## src/rtl/spi_slave_mode0_rx.sv

```systemverilog
// SPI mode-0 slave receiver: oversamples SCLK/MOSI/CS and assembles FRAME_BITS-wide frames.
// Optional MISO response path is enabled by defining SPI_SLAVE_MISO_EN.
module spi_slave_mode0_rx #(
  parameter int unsigned FRAME_BITS  = 16,
  parameter int unsigned SYNC_STAGES = 2
) (
  input  logic                  clk,
  input  logic                  rst_n,
  input  logic                  SCLK,
  input  logic                  MOSI,
  input  logic                  CS,
  output logic                  MISO,
  output logic [FRAME_BITS-1:0] rx_data,
  output logic                  rx_valid,
  output logic                  frame_err,
  output logic                  busy,
  input  logic [FRAME_BITS-1:0] tx_data,
  input  logic                  tx_load
);

  localparam int unsigned CNT_W = $clog2(FRAME_BITS + 1);

  typedef enum logic [1:0] {
    WAIT_IDLE,
    IDLE,
    SHIFT,
    FULL
  } state_t;

  state_t                 state;
  logic [SYNC_STAGES-1:0] sclk_sync;
  logic [SYNC_STAGES-1:0] mosi_sync;
  logic [SYNC_STAGES-1:0] cs_sync;
  logic                   sclk_d;
  logic                   cs_d;
  logic [FRAME_BITS-1:0]  rx_shift;
  logic [CNT_W-1:0]       bit_cnt;
  logic                   overrun;

  logic sclk_s;
  logic mosi_s;
  logic cs_s;
  logic sclk_rise;
  logic sclk_fall;
  logic cs_rise;
  logic cs_fall;

  // CS synchronizer resets low so a frame already running at reset release stays invisible
  always_ff @(posedge clk or negedge rst_n) begin
    if (!rst_n) begin
      sclk_sync <= '0;
      mosi_sync <= '0;
      cs_sync   <= '0;
      sclk_d    <= 1'b0;
      cs_d      <= 1'b0;
    end else begin
      sclk_sync <= {sclk_sync[SYNC_STAGES-2:0], SCLK};
      mosi_sync <= {mosi_sync[SYNC_STAGES-2:0], MOSI};
      cs_sync   <= {cs_sync[SYNC_STAGES-2:0], CS};
      sclk_d    <= sclk_sync[SYNC_STAGES-1];
      cs_d      <= cs_sync[SYNC_STAGES-1];
    end
  end

  assign sclk_s    = sclk_sync[SYNC_STAGES-1];
  assign mosi_s    = mosi_sync[SYNC_STAGES-1];
  assign cs_s      = cs_sync[SYNC_STAGES-1];
  assign sclk_rise = sclk_s & ~sclk_d;
  assign sclk_fall = ~sclk_s & sclk_d;
  assign cs_rise   = cs_s & ~cs_d;
  assign cs_fall   = ~cs_s & cs_d;

`ifdef SPI_SLAVE_MISO_EN
  logic [FRAME_BITS-1:0] tx_shift;
  logic [FRAME_BITS-1:0] resp_buf;
  logic [FRAME_BITS-1:0] tx_first;

  // A load coinciding with frame start bypasses the buffer
  assign tx_first = tx_load ? tx_data : resp_buf;

  // Response buffer: emptied when a frame takes it, so unloaded frames answer zero
  always_ff @(posedge clk or negedge rst_n) begin
    if (!rst_n) begin
      resp_buf <= '0;
    end else if (state == IDLE && cs_fall) begin
      resp_buf <= '0;
    end else if (tx_load) begin
      resp_buf <= tx_data;
    end
  end
`else
  logic unused_tx;
  assign unused_tx = ^{tx_data, tx_load};
  assign MISO      = 1'b0;
`endif

  // Frame FSM; CS edges take priority over SCLK edges in the same cycle
  always_ff @(posedge clk or negedge rst_n) begin
    if (!rst_n) begin
      state     <= WAIT_IDLE;
      rx_shift  <= '0;
      bit_cnt   <= '0;
      overrun   <= 1'b0;
      rx_data   <= '0;
      rx_valid  <= 1'b0;
      frame_err <= 1'b0;
      busy      <= 1'b0;
`ifdef SPI_SLAVE_MISO_EN
      tx_shift  <= '0;
      MISO      <= 1'b0;
`endif
    end else begin
      rx_valid  <= 1'b0;
      frame_err <= 1'b0;
      case (state)
        WAIT_IDLE: begin
          busy <= 1'b0;
          if (cs_s) begin
            state <= IDLE;
          end
        end
        IDLE: begin
          if (cs_fall) begin
            state   <= SHIFT;
            busy    <= 1'b1;
            bit_cnt <= '0;
`ifdef SPI_SLAVE_MISO_EN
            tx_shift <= tx_first;
            MISO     <= tx_first[FRAME_BITS-1];
`endif
          end
        end
        SHIFT: begin
          if (cs_rise) begin
            state <= IDLE;
            busy  <= 1'b0;
            if (bit_cnt == CNT_W'(FRAME_BITS)) begin
              rx_data  <= rx_shift;
              rx_valid <= 1'b1;
            end else if (bit_cnt != '0) begin
              frame_err <= 1'b1;
            end
`ifdef SPI_SLAVE_MISO_EN
            MISO <= 1'b0;
`endif
          end else if (bit_cnt == CNT_W'(FRAME_BITS)) begin
            rx_data  <= rx_shift;
            rx_valid <= 1'b1;
            state    <= FULL;
          end else begin
            if (sclk_rise) begin
              rx_shift <= {rx_shift[FRAME_BITS-2:0], mosi_s};
              bit_cnt  <= bit_cnt + CNT_W'(1);
            end
`ifdef SPI_SLAVE_MISO_EN
            if (sclk_fall) begin
              tx_shift <= {tx_shift[FRAME_BITS-2:0], 1'b0};
              MISO     <= tx_shift[FRAME_BITS-2];
            end
`endif
          end
        end
        FULL: begin
          if (cs_rise) begin
            frame_err <= overrun;
            overrun   <= 1'b0;
            state     <= IDLE;
            busy      <= 1'b0;
`ifdef SPI_SLAVE_MISO_EN
            MISO <= 1'b0;
`endif
          end else if (sclk_rise) begin
            overrun <= 1'b1;
          end
        end
        default: begin
          state <= WAIT_IDLE;
          busy  <= 1'b0;
        end
      endcase
    end
  end

endmodule
```

## config.mk

```make
export PLATFORM = sky130hd
export DESIGN_NAME = spi_slave_mode0_rx
export DESIGN_NICKNAME = d
export VERILOG_FILES = /design/src/rtl/spi_slave_mode0_rx.sv
export SDC_FILE = /design/constraint.sdc
export NUM_CORES = 1
export LEC_CHECK = 0
export CORE_ASPECT_RATIO = 0.8
export CORE_UTILIZATION = 42
export DETAILED_ROUTE_END_ITERATION = 8
export GPL_ROUTABILITY_DRIVEN = 0
export GPL_TIMING_DRIVEN = 1
export PLACE_DENSITY = 0.71
export SLEW_MARGIN = 5
export SYNTH_ARGS = -nofsm -noshare
export SYNTH_HDL_FRONTEND = slang
export SYNTH_SLANG_ARGS = --single-unit
```

## constraint.sdc

```tcl
create_clock -name clk -period 4.95 [get_ports clk]
set_clock_uncertainty 0.15 [all_clocks]
set_input_delay 0.495 -clock clk [delete_from_list [all_inputs] [get_ports clk]]
set_output_delay 0.495 -clock clk [all_outputs]
set_load 0.01 [all_outputs]
```

* Word level (Yosys, flattened, before mapping)
Index checks and enable logic that the tools add are counted.
W data, S select, Z words.
** Word-level totals
- Word-level logic and storage cells :: 68
- Output and inout bits :: 20
- Input port bits :: 22
- Flip-flop bits (word level) :: 51
** Cells by class
- Multiplexer cells :: 23
- Bitwise gates (word level) :: 8
- Equality and inequality tests :: 12
- $add $sub $neg :: 1
- Reduce and logical (&&, ||, !) cells :: 11
** Operators by type and width (count)
- $mux W5 :: 4
- $ne A2 B2 Y1 const B :: 6
- $mux W1 :: 10
- $mux W2 :: 5
- $pmux W5 S2 :: 1
- $pmux W2 S4 :: 1
- $reduce_and A4 Y1 :: 2
- $reduce_and A2 Y1 :: 3
- $add A5 B1 Y5 const B :: 1
- $eq A5 B5 Y1 const B :: 1
- $not A1 Y1 :: 5
- $reduce_and A5 Y1 :: 1
- $reduce_bool A5 Y1 :: 1
- $eq A2 B2 Y1 const B :: 2
- $reduce_bool A2 Y1 :: 2
- $and A1 B1 Y1 :: 3
- $ne A3 B3 Y1 const B :: 1
- $pmux W1 S3 :: 1
- $eq A2 B1 Y1 const B :: 1
- $logic_not A2 Y1 :: 1
- $ne A2 B1 Y1 const B :: 1
- $pmux W1 S2 :: 1
- $reduce_or A2 Y1 :: 1

* Depth between registers and ports, before layout
- Depth after elaboration :: 6
- Mapped depth :: 10
- Depth with buffers taken out :: 7

* Least setup slack after synthesis
No wires, ideal clock.
- Path kind :: register -> register
- From :: register state[0]
- To :: register bit_cnt[0]
- Setup slack :: 2.878 ns
- Required time :: 4.675 ns
- Path buffers :: 2
- Arrival :: 1.797 ns
- Clock period less this slack :: 2.072 ns
- Setup time :: 0.125 ns
- Cell stages (with the launch flop) :: 10
- Cell sequence :: dfrtp_1 > inv_1 > ha_1 > buf_2 > inv_1 > or2_1 > buf_6 > inv_4 > or3_4 > mux2_4
** Between the ends
- Cells in the longest elaborated chain, start to end :: 3
- Elaborated cells on any way between the ends :: 9
- Those cells by class :: eq/ne (6); mux (1); reduce/logical (2)
** Ends and longest elaborated chain
- start, declared :: RTL line 30 : state_t state;
- start signal, assigned :: RTL line 100 : state <= WAIT_IDLE;
- start signal, assigned :: RTL line 119 : state <= IDLE;
- start signal, assigned :: RTL line 124 : state <= SHIFT;
- $eq A2 B2 Y1 / $eq A2 B1 Y1 (equally long branches) :: RTL line 115 : case (state)
- $ne A2 B2 Y1 (no source line) / $reduce_bool A2 Y1 (equally long branches)
- $reduce_and A5 Y1 (no source line)
- end signal, assigned :: RTL line 153 : bit_cnt <= bit_cnt + CNT_W'(1);
- end, declared :: RTL line 37 : logic [CNT_W-1:0] bit_cnt;
Several ways; a longest one is shown, not always the timed one.
A chain may end at the register's enable or synchronous reset.

* Worst setup path in the final report
Ends and elaborated chain as after synthesis.

==> run_summary.xml <==
<?xml version="1.0" encoding="UTF-8"?>
<metrics>
  <group name="timing">
    <metric name="final-hold-violation-count" unit="">0</metric>
    <metric name="finalCriticalPeriod" unit="ps">2764</metric>
    <metric name="layout_worst_path_cycle_share" unit="%">55.84</metric>
    <metric name="drv_slew" unit="">0</metric>
    <metric name="rsz_0062_raised_after_global_routing" unit="">false</metric>
    <metric name="setup_total_neg_slack" unit="ps">0</metric>
    <metric name="slew_headroom" unit="%">28.68</metric>
    <metric name="max_freq" unit="MHz">361.8</metric>
    <metric name="total_of_endpoints_with_negative_setup_slack_in_the_final_report" unit="">0</metric>
    <metric name="worst_slew_pin_slew" unit="ps">1070</metric>
  </group>
  <group name="cts">
    <metric name="post_cts.repair.setup_buffers" unit="">0</metric>
    <metric name="worstSkewPairLatency" unit="ps">300</metric>
    <metric name="clock_sinks" unit="">51</metric>
    <metric name="cts-root-to-sink-buffers" unit="">2</metric>
    <metric name="postCtsResizedCells" unit="">0</metric>
    <metric name="tritoncts.num_buffers" unit="">5</metric>
    <metric name="cts_hold_buffers" unit="">0</metric>
    <metric name="htree_levels" unit="">2</metric>
    <metric name="cts_tree" unit="">done</metric>
    <metric name="clk_pin_slew" unit="ps">90</metric>
    <metric name="cts.root.buffer_cell" unit="">clkbuf_8</metric>
  </group>
  <group name="run">
    <metric name="cap_violations" unit="">0</metric>
  </group>
  <group name="critical_path">
    <metric name="worst-endpoint-arrival" unit="ps">2810</metric>
    <metric name="worstPathRequired" unit="ps">5000</metric>
    <metric name="timing.reg2reg.worst_path_depth" unit="">7</metric>
    <metric name="worst-setup-path-type" unit="">reg -&gt; reg</metric>
    <metric name="timing.critical_path.max_delay_family" unit="">simple AND/OR/NAND/NOR gates</metric>
    <metric name="timing.critical_path.from_type" unit="">flop</metric>
    <metric name="r2r-end" unit="">bit_cnt[0]$_DFFE_PN0P_</metric>
    <metric name="crit_path_top_delay_cell" unit="">or2_1</metric>
    <metric name="rr_startpoint" unit="">state[0]$_DFFE_PN0P_</metric>
    <metric name="crit_fanout" unit="">19</metric>
    <metric name="timing.critical_path.cells" unit="">inv_1 &gt; ha_1 &gt; inv_1 &gt; or2_1 &gt; inv_4 &gt; or3_4 &gt; mux2_4</metric>
    <metric name="setup.reg_to_reg.worst_slack" unit="ps">2190</metric>
    <metric name="cpPeakStageDelay" unit="ps">570</metric>
    <metric name="library_cell_appearing_most_often_on_the_critical_path" unit="">inv_1</metric>
    <metric name="worstSetupEndpointType" unit="">flop</metric>
    <metric name="path_buf_inv" unit="">3</metric>
  </group>
  <group name="grt">
    <metric name="grt_pass1_vias" unit="">1415</metric>
    <metric name="grt_antenna_before_repair" unit="">0</metric>
    <metric name="wire_length_of_the_first_global_routing_pass" unit="um">6534</metric>
    <metric name="grtUsageTotal" unit="%">16.36</metric>
    <metric name="grt_overflow" unit="">0</metric>
    <metric name="grt_max_degree" unit="">52</metric>
  </group>
  <group name="power_and_ir_drop">
    <metric name="power-per-cell-area" unit="nW/um^2">358.9</metric>
    <metric name="worst_ir_drop_vdd" unit="V">0.0002078</metric>
    <metric name="totalPowerFinal" unit="uW">891.7</metric>
    <metric name="leakagePower" unit="uW">0.001215</metric>
  </group>
  <group name="placement">
    <metric name="placement.io_buffers" unit="">23</metric>
    <metric name="placedInstanceArea" unit="sq um">2390</metric>
    <metric name="dp_hpwl" unit="um">2390</metric>
  </group>
  <group name="layout">
    <metric name="layout.cells.most_common" unit="">nand2_1</metric>
    <metric name="multi_input_logic_area" unit="sq um">784.5</metric>
    <metric name="fillCellCount" unit="">449</metric>
    <metric name="insertedDiodeCount" unit="">0</metric>
    <metric name="drive_gt1_share" unit="%">13.81</metric>
    <metric name="final_nets" unit="">238</metric>
    <metric name="regArea" unit="sq um">1276</metric>
    <metric name="most_frequent_cells_in_the_layout" unit="">nand2_1 (54), dfrtp_1 (51), clkdlybuf4s50_1 (22)</metric>
    <metric name="final_cell_area" unit="sq um">2485</metric>
    <metric name="layout-area-overhead-vs-synth" unit="%">16.55</metric>
  </group>
  <group name="floorplanning">
    <metric name="die_w" unit="um">81.66</metric>
    <metric name="die_height" unit="um">65.73</metric>
    <metric name="io_pins" unit="">42</metric>
    <metric name="fp.dieArea" unit="sq um">5367</metric>
    <metric name="start_util" unit="%">45.03</metric>
    <metric name="std_cell_rows" unit="">22</metric>
    <metric name="floorplan.core_area" unit="sq um">4735</metric>
  </group>
  <group name="logic_synthesis">
    <metric name="synthesis.instances" unit="">186</metric>
    <metric name="post_synth_num_cell_types" unit="">36</metric>
    <metric name="syn_area" unit="sq um">2132</metric>
    <metric name="synth_area_leaders" unit="">dfrtp_1 (60%), nand2_1 (9.5%), mux2_2 (8.5%)</metric>
    <metric name="yosys_warnings" unit="">0</metric>
    <metric name="syn_nets" unit="">215</metric>
    <metric name="post-synth-top-area-cell" unit="">dfrtp_1</metric>
    <metric name="yosysSeqAreaShare" unit="%">59.86</metric>
    <metric name="syn_avg_cell_area" unit="sq um">11.46</metric>
    <metric name="ys_seq_elements" unit="">51</metric>
    <metric name="synth.top_cell.area_share" unit="%">59.86</metric>
  </group>
  <group name="detailed_routing">
    <metric name="firstDrtPassIters" unit="">4</metric>
    <metric name="routed_wl" unit="um">3579</metric>
    <metric name="postRouteAntennaNets" unit="">0</metric>
    <metric name="routed-via-count" unit="">1375</metric>
    <metric name="detail_route.drc_violations" unit="">0</metric>
    <metric name="dr.first_iter.drc_count" unit="">154</metric>
    <metric name="vias_per_cell" unit="">5.093</metric>
    <metric name="wire_per_inst" unit="um">13.26</metric>
  </group>
  <group name="worst_hold_path">
    <metric name="hold_path_class" unit="">reg -&gt; reg</metric>
    <metric name="worstHoldPathCells" unit="">0</metric>
    <metric name="holdCritStartpoint" unit="">sclk_sync[0]$_DFF_PN0_</metric>
    <metric name="whs_endpoint" unit="">sclk_sync[1]$_DFF_PN0_</metric>
  </group>
  <group name="outcome">
    <metric name="result_of_the_run" unit="">completed</metric>
  </group>
</metrics>
==> worst reg2reg max path, cell delays in order (launching register included) <==
cell     delay (ps)
dfrtp_1         410
inv_1           100
ha_1            330
inv_1           180
or2_1           570
inv_4           220
or3_4           440
mux2_4          260
==> per-layer routing <==
metal	up-vias	GRT usage [%]	share of wire, %
li1	661	-	-
met1	678	22.84	49
met2	29	24.17	45
met3	7	4.167	4.4
met4	0	6.579	1.8
met5	-	0	0
==> flip-flops by register name (all words and copies together) (netlist names) <==
signal / flops
sclk_d: 1
bit_cnt: 5
cs_d: 1
busy: 1
frame_err: 1
mosi_sync: 2
rx_shift: 16
cs_sync: 2
rx_valid: 1
rx_data: 16
state: 2
sclk_sync: 2
overrun: 1
==> logic make-up (layout without fill, tap and decap cells) <==
family / after synthesis / in the layout / share of synthesized area (%)
DFF: 51 / 51 / 59.86
muxes: 18 / 18 / 9.624
buffers and inverters: 14 / 38 / 3.345
other: 1 / 1 / 0.1759
AOI/OAI and AO/OA: 21 / 21 / 6.749
adders and majority gates: 7 / 7 / 4.108
and+or+nand+nor: 74 / 74 / 16.14
==> final cells by class <==
type	instances	area share (%)
well taps	60	3.021
inverters	7	1.158
clock buffers	7	3.474
clock inverters	1	0.3525
repair buffers	23	9.063
multi-input cells	121	31.57
flip-flops and latches	51	51.36
==> Yosys cell counts (all sizes together) <==
cell / n
a311o: 1
buf: 6
and2: 1
mux2i: 1
o211ai: 1
mux2: 17
a22o: 1
and3: 1
a211o: 1
dfrtp: 51
or2: 1
o41ai: 2
o21ai: 3
a22oi: 1
or3: 1
a21oi: 7
nor2b: 3
nor2: 6
nand2b: 2
a32o: 2
or4: 1
conb: 1
nand2: 54
inv: 7
nand3: 2
ha: 7
a31oi: 1
nand4bb: 1
clkbuf: 1
nand4: 1
a21o: 1
==> worst max-delay path by stage <==
stage | start | to | slack [ps] | cells past startpoint
final | state[0]$_DFFE_PN0P_ | bit_cnt[0]$_DFFE_PN0P_ | 2190 | 7
after global routing | state[0]$_DFFE_PN0P_ | bit_cnt[0]$_DFFE_PN0P_ | 1980 | 7
after CTS | state[0]$_DFFE_PN0P_ | bit_cnt[0]$_DFFE_PN0P_ | 2130 | 7
after detailed placement | state[0]$_DFFE_PN0P_ | bit_cnt[0]$_DFFE_PN0P_ | 2150 | 7
after global placement | state[0]$_DFFE_PN0P_ | bit_cnt[0]$_DFFE_PN0P_ | 2200 | 7
after floorplan | state[0]$_DFFE_PN0P_ | bit_cnt[0]$_DFFE_PN0P_ | 2880 | 9
==> power by group <==
| part | switching [uW] | internal (uW) |
|---|---|---|
| registers | 22.5 | 445 |
| clock network | 132 | 115 |
| logic | 101 | 76.1 |
| total | 256 | 636 |
==> per-stage QoR <==
stage	hold WS (ps)	setup WS (ps)	cells	utilization [%]
global route	212.8	1979	270	52.48
floorplan	49.41	2878	186	-
global placement	181.6	2203	262	50.48
detailed placement	185.8	2153	262	50.48
CTS	207.2	2134	270	52.48
finish	203.2	2186	270	52.48
Power figures use the tool's default switching activity.
